File: src/rtl/grid_rmw_sequencer.sv
// Read-modify-write sequencer for the gridding accumulate path.
// Each accepted request issues a double-word BRAM read, then strobes the adder
// input, then strobes the write-back with the combinator offset. Requests whose
// window overlaps an op that has not yet written back are held off.
module grid_rmw_sequencer #(
    parameter int BRAM_PARALLELISM_BITS = 4,
    parameter int BRAM_DEPTH_BITS       = 10,
    parameter int RD_LATENCY            = 2,
    parameter int ADD_LATENCY           = 4
) (
    input  logic                                       clk,
    input  logic                                       rst,
    input  logic                                       enable,
    input  logic                                       in_valid,
    output logic                                       in_ready,
    input  logic [BRAM_DEPTH_BITS+BRAM_PARALLELISM_BITS-1:0] in_addr,
    output logic                                       bram_rd_en,
    output logic [BRAM_DEPTH_BITS-1:0]                 bram_rd_addr,
    output logic                                       adder_in_valid,
    output logic [BRAM_PARALLELISM_BITS-1:0]           comb_addr,
    output logic                                       bram_wr_en,
    output logic [BRAM_DEPTH_BITS-1:0]                 bram_wr_addr,
    output logic                                       idle,
    output logic [31:0]                                op_count,
    output logic [31:0]                                stall_count
);

    localparam int DEPTH = RD_LATENCY + ADD_LATENCY + 1;
    localparam int DW    = BRAM_DEPTH_BITS;
    localparam int PW    = BRAM_PARALLELISM_BITS;

    // Slot k holds the op that is k+1 cycles past acceptance; the last slot
    // is the op writing back in the current cycle.
    logic [DEPTH-1:0] slot_valid;
    logic [DW-1:0]    slot_word [DEPTH];
    logic [PW-1:0]    slot_off  [DEPTH];

    logic [DW-1:0] req_word;
    logic [PW-1:0] req_off;
    logic          hazard;
    logic          accept;

    assign req_word = in_addr[DW+PW-1:PW];
    assign req_off  = in_addr[PW-1:0];

    // Two double-word windows overlap when their base words differ by -1, 0 or +1
    // modulo the BRAM depth (top word and word 0 are adjacent).
    function automatic logic windows_overlap(input logic [DW-1:0] a, input logic [DW-1:0] b);
        logic [DW-1:0] d;
        d = a - b;
        return (d == {DW{1'b0}}) || (d == DW'(1)) || (d == {DW{1'b1}});
    endfunction

    // Hazard against every op still ahead of its write-back; the op writing
    // this cycle is excluded so a dependent request can be accepted alongside it.
    always_comb begin
        hazard = 1'b0;
        for (int k = 0; k < DEPTH - 1; k++) begin
            if (slot_valid[k] && windows_overlap(req_word, slot_word[k])) begin
                hazard = 1'b1;
            end
        end
    end

    assign in_ready       = enable && !hazard && !rst;
    assign accept         = in_valid && in_ready;
    assign bram_rd_en     = slot_valid[0];
    assign adder_in_valid = slot_valid[RD_LATENCY];
    assign bram_wr_en     = slot_valid[DEPTH-1];
    assign idle           = (slot_valid == {DEPTH{1'b0}});

    // Tracking shift register, advancing every cycle.
    always_ff @(posedge clk) begin
        if (rst) begin
            slot_valid <= '0;
            for (int k = 0; k < DEPTH; k++) begin
                slot_word[k] <= '0;
                slot_off[k]  <= '0;
            end
        end else begin
            slot_valid   <= {slot_valid[DEPTH-2:0], accept};
            slot_word[0] <= req_word;
            slot_off[0]  <= req_off;
            for (int k = 1; k < DEPTH; k++) begin
                slot_word[k] <= slot_word[k-1];
                slot_off[k]  <= slot_off[k-1];
            end
        end
    end

    // Address outputs load alongside their strobe and hold otherwise.
    always_ff @(posedge clk) begin
        if (rst) begin
            bram_rd_addr <= '0;
            bram_wr_addr <= '0;
            comb_addr    <= '0;
        end else begin
            if (accept) begin
                bram_rd_addr <= req_word;
            end
            if (slot_valid[DEPTH-2]) begin
                bram_wr_addr <= slot_word[DEPTH-2];
                comb_addr    <= slot_off[DEPTH-2];
            end
        end
    end

    // Completed write-back and requester stall counters.
    always_ff @(posedge clk) begin
        if (rst) begin
            op_count    <= '0;
            stall_count <= '0;
        end else begin
            if (bram_wr_en) begin
                op_count <= op_count + 32'd1;
            end
            if (in_valid && !in_ready) begin
                stall_count <= stall_count + 32'd1;
            end
        end
    end

endmodule

File: config.mk
export PLATFORM = sky130hd
export DESIGN_NAME = grid_rmw_sequencer
export DESIGN_NICKNAME = d
export VERILOG_FILES = /design/src/rtl/grid_rmw_sequencer.sv
export SDC_FILE = /design/constraint.sdc
export NUM_CORES = 1
export LEC_CHECK = 0
export CAP_MARGIN = 20
export CELL_PAD_IN_SITES_DETAIL_PLACEMENT = 0
export CELL_PAD_IN_SITES_GLOBAL_PLACEMENT = 2
export CORE_ASPECT_RATIO = 1.5
export CORE_MARGIN = 4
export CORE_UTILIZATION = 34
export CTS_CLUSTER_SIZE = 12
export DETAILED_ROUTE_END_ITERATION = 10
export HOLD_SLACK_MARGIN = 0.06
export PLACE_DENSITY_LB_ADDON = 0.1
export SLEW_MARGIN = 20
export SYNTH_ARGS = -nofsm -noshare
export SYNTH_HDL_FRONTEND = slang
export SYNTH_SLANG_ARGS = --single-unit
File: constraint.sdc
create_clock -name clk -period 5.2 [get_ports clk]
set_input_delay 0.52 -clock clk [delete_from_list [all_inputs] [get_ports clk]]
set_output_delay 0.52 -clock clk [all_outputs]
set_load 0.05 [all_outputs]
==> results.py <==
metrics = {
    "status": {
        "outcome": "completed",
    },
    "sta": {
        "tightest_slew_ns": 1.04,
        "clock_skew_ns": 0.00940,
        "setup_viol": 0,
        "whs_ns": 0.437,
        "hold_viol": 0,
        "rsz0062_at_grt": "false",
        "fmax_mhz": 211,
        "period_needed_ns": 4.73,
        "relSlewSlack_pct": 31.0,
        "maxSlewViolCount": 0,
        "period_share_pct": 91.0,
        "fin_setup_tns_ns": 0,
    },
    "synthesis": {
        "seq_area_frac_synth_pct": 39.2,
        "yosys_warnings": 0,
        "synth_top_area_share_pct": 39.2,
        "ys.flop_type": "dfxtp_1",
        "syn_inst": 1033,
        "synth_area_leaders": "dfxtp_1 39%, ha_1 7.9%, nor2_1 5.3%",
        "ys_ff_latch": 179,
        "yosys.cell_types.count": 63,
        "yosysTopAreaCell": "dfxtp_1",
        "syn-num-nets": 1115,
        "avgSynthCellArea_um2": 8.85,
        "synth_compound_area_share_pct": 12.8,
        "synthXorXnorAreaFrac_pct": 8.24,
        "synth-adder-area-share_pct": 9.26,
        "synth_edf_count": 0,
        "synthArstFlopShare_pct": 0,
        "synth-simple-area-share_pct": 23.6,
        "synth.most_common_cell": "dfxtp_1",
        "synth_top_cells_by_count": "179 x dfxtp_1, 129 x nor2_1, 68 x inv_1",
        "synth_top_family_by_area": "simple AND/OR/NAND/NOR gates",
        "netlist_area_um2": 9140,
        "synthMuxAreaShare_pct": 2.26,
    },
    "clocking": {
        "worst_skew_pair.late_latency_ns": 0.44,
        "post_cts_buffers": 0,
        "cts_max_path_buffers": 2,
        "cts_root_buf": "clkbuf_16",
        "clock-sinks": 179,
        "htreeDepth": 4,
        "cts.clk_slew.worst_paths_ns": 0.07,
        "cts_tree": "built",
        "post_cts_resized": 0,
        "ctsHoldBuffers": 0,
        "cts_buffers": 17,
    },
    "min_path": {
        "hp-class": "flop to flop",
        "min_from": "slot_off[0][3]",
    },
    "grt": {
        "grt-ovfl-total": 0,
        "antenna_found_initial": 0,
        "track_usage_pct": 17.5,
        "grt_pass1_wl_um": 40900,
        "grt_start_max_net_pins": 96,
        "grt_pass1_vias": 7550,
    },
    "setup_path": {
        "arrival_ns": 4.21,
        "crit_path_top_delay_cell": "clkdlybuf4s50_1",
        "crit_path_start": "in_addr[6]",
        "critPathTopFamily": "simple AND/OR/NAND/NOR gates",
        "end_kind": "output port",
        "cp_max_fo": 10,
        "path_buf_inv": 3,
        "required_ns": 4.68,
        "max_stage_delay_ns": 0.69,
        "crit_type": "primary input to output port",
        "start_kind": "primary input",
        "r2r_start": "slot_word[0][20]",
        "cp_cell_sequence": "clkdlybuf4s50_1 > ha_1 > nor2_1 > a211oi_1 > nor2_1 > or4_1 > or4_1 > mux2_2 > o311ai_4 > nor2_4 > buf_4 > buf_12",
    },
    "drt": {
        "via_per_inst": 4.97,
        "drt-total-wl_um": 25300,
        "firstDrtPassIters": 7,
        "wl_per_cell_um": 17.0,
        "first_iter_violations": 322,
        "drc_errors": 0,
        "vias": 7418,
        "final_antenna_net_count": 0,
    },
    "pwr": {
        "vdd_drop_max_uv": 251,
        "power.total_mw": 3.09,
        "leakagePower_nw": 4.19,
        "power_density_nw_per_um2": 275,
    },
    "die": {
        "fp-row-count": 73,
        "die_w_um": 142,
        "io-pin-count": 111,
        "die_y_um": 209,
        "core_region_area_um2": 26500,
        "start_util_pct": 34.5,
        "dieArea_um2": 29600,
    },
    "layout": {
        "final_nets": 1224,
        "area_growth_pct": 22.8,
        "n_antenna_cell": 0,
        "drive_gt1_share_pct": 7.88,
    },
    "job": {
        "maxCapViolCount": 0,
    },
    "placed_design": {
        "port_buffers": 110,
        "place_congestion": 0.814,
        "detailed_place_hpwl_um": 19100,
    },
}
cell type report:
| cell class | count | area, um2 |
|---|---|---|
| fillers | 2743 | 15300 |
| flip-flops and latches | 179 | 3580 |
| repair buffers | 129 | 1250 |
| clock buffers | 20 | 457 |
| multi-input cells | 747 | 5130 |
| inverters | 68 | 255 |
| well taps | 337 | 422 |
| clock inverters | 12 | 120 |
layout by cell type (no fill, tap or decap), types with 9 or more instances in the layout:
| cell type | Yosys | layout |
|---|---|---|
| a21oi_1 | 35 | 35 |
| a31o_2 | 11 | 11 |
| and3_1 | 27 | 27 |
| buf_4 | 0 | 19 |
| clkbuf_16 | 0 | 17 |
| clkdlybuf4s50_1 | 0 | 108 |
| dfxtp_1 | 179 | 179 |
| ha_1 | 58 | 58 |
| inv_1 | 68 | 68 |
| mux2i_1 | 15 | 15 |
| nand2_1 | 38 | 38 |
| nand2b_1 | 12 | 12 |
| nand3_1 | 41 | 41 |
| nand4_1 | 17 | 17 |
| nor2_1 | 129 | 129 |
| nor2b_1 | 63 | 63 |
| nor3_1 | 17 | 17 |
| nor4_1 | 10 | 10 |
| o2111ai_1 | 10 | 10 |
| o21ai_0 | 29 | 29 |
| o311ai_0 | 11 | 11 |
| o41ai_1 | 11 | 11 |
| or2_2 | 14 | 14 |
| or4_1 | 9 | 9 |
| xnor2_1 | 43 | 43 |
| xor2_1 | 43 | 43 |
path summary, 6_finish.rpt:
kind / endpoint / slack (ns) / cells past startpoint
worst max-delay path: in_ready / 0.47 / 12
worst min-delay path: slot_off[0][7] / 0.44 / 1
worst max register to register: stall_count[24] / 1.17 / 15
worst min register to register: slot_off[0][7] / 0.44 / 1
per-layer routing:
| layer | track usage, % | up-vias | routed length [um] |
|---|---|---|---|
| li1 | - | 3822 | - |
| met1 | 21.3 | 3463 | 11300 |
| met2 | 31.0 | 113 | 12900 |
| met3 | 3.21 | 20 | 777 |
| met4 | 5.13 | 0 | 389 |
| met5 | 0 | - | 0 |
logic make-up after synthesis:
| group | count (synthesis) |
|---|---|
| fa+ha+maj | 64 |
| compound gates | 163 |
| flops | 179 |
| simple gates | 414 |
| buf+inv | 107 |
| mux | 20 |
| xor+xnor | 86 |
sequential cells by signal, summed over array words and instances, names as in the netlist:
name	count
op_count	32
bram_rd_addr	10
comb_addr	4
slot_valid	7
slot_word	60
stall_count	32
slot_off	24
bram_wr_addr	10
metrics by stage:
stage / util [%] / cells / instance area, um2 / setup WS (ns)
2_1_floorplan: - / 1033 / 9140 / 1.13
3_3_place_gp: 40.2 / 1460 / 10600 / 0.369
3_5_place_dp: 40.2 / 1460 / 10600 / 0.309
4_1_cts: 42.4 / 1492 / 11200 / 0.420
5_1_grt: 42.4 / 1492 / 11200 / 0.213
6_report: 42.4 / 1492 / 11200 / 0.467
worst register-to-register path, delay by kind of cell (launching register included):
family / cells / cell delay [ns]
adders and majority gates: 2 / 0.59
DFF: 1 / 0.34
muxes: 2 / 0.69
xor gates and xnor gates: 1 / 0.08
and+or+nand+nor: 5 / 1.44
AOI/OAI and AO/OA: 3 / 0.48
buffers and inverters: 2 / 0.29
where the power goes:
| group | switching (mW) | total, mW | internal, mW |
|---|---|---|---|
| logic | 0.247 | 0.410 | 0.162 |
| registers | 0.0125 | 1.41 | 1.39 |
| clock network | 0.577 | 1.27 | 0.695 |
| total | 0.836 | 3.09 | 2.25 |
No activity file was read; power rests on OpenSTA's default activity.
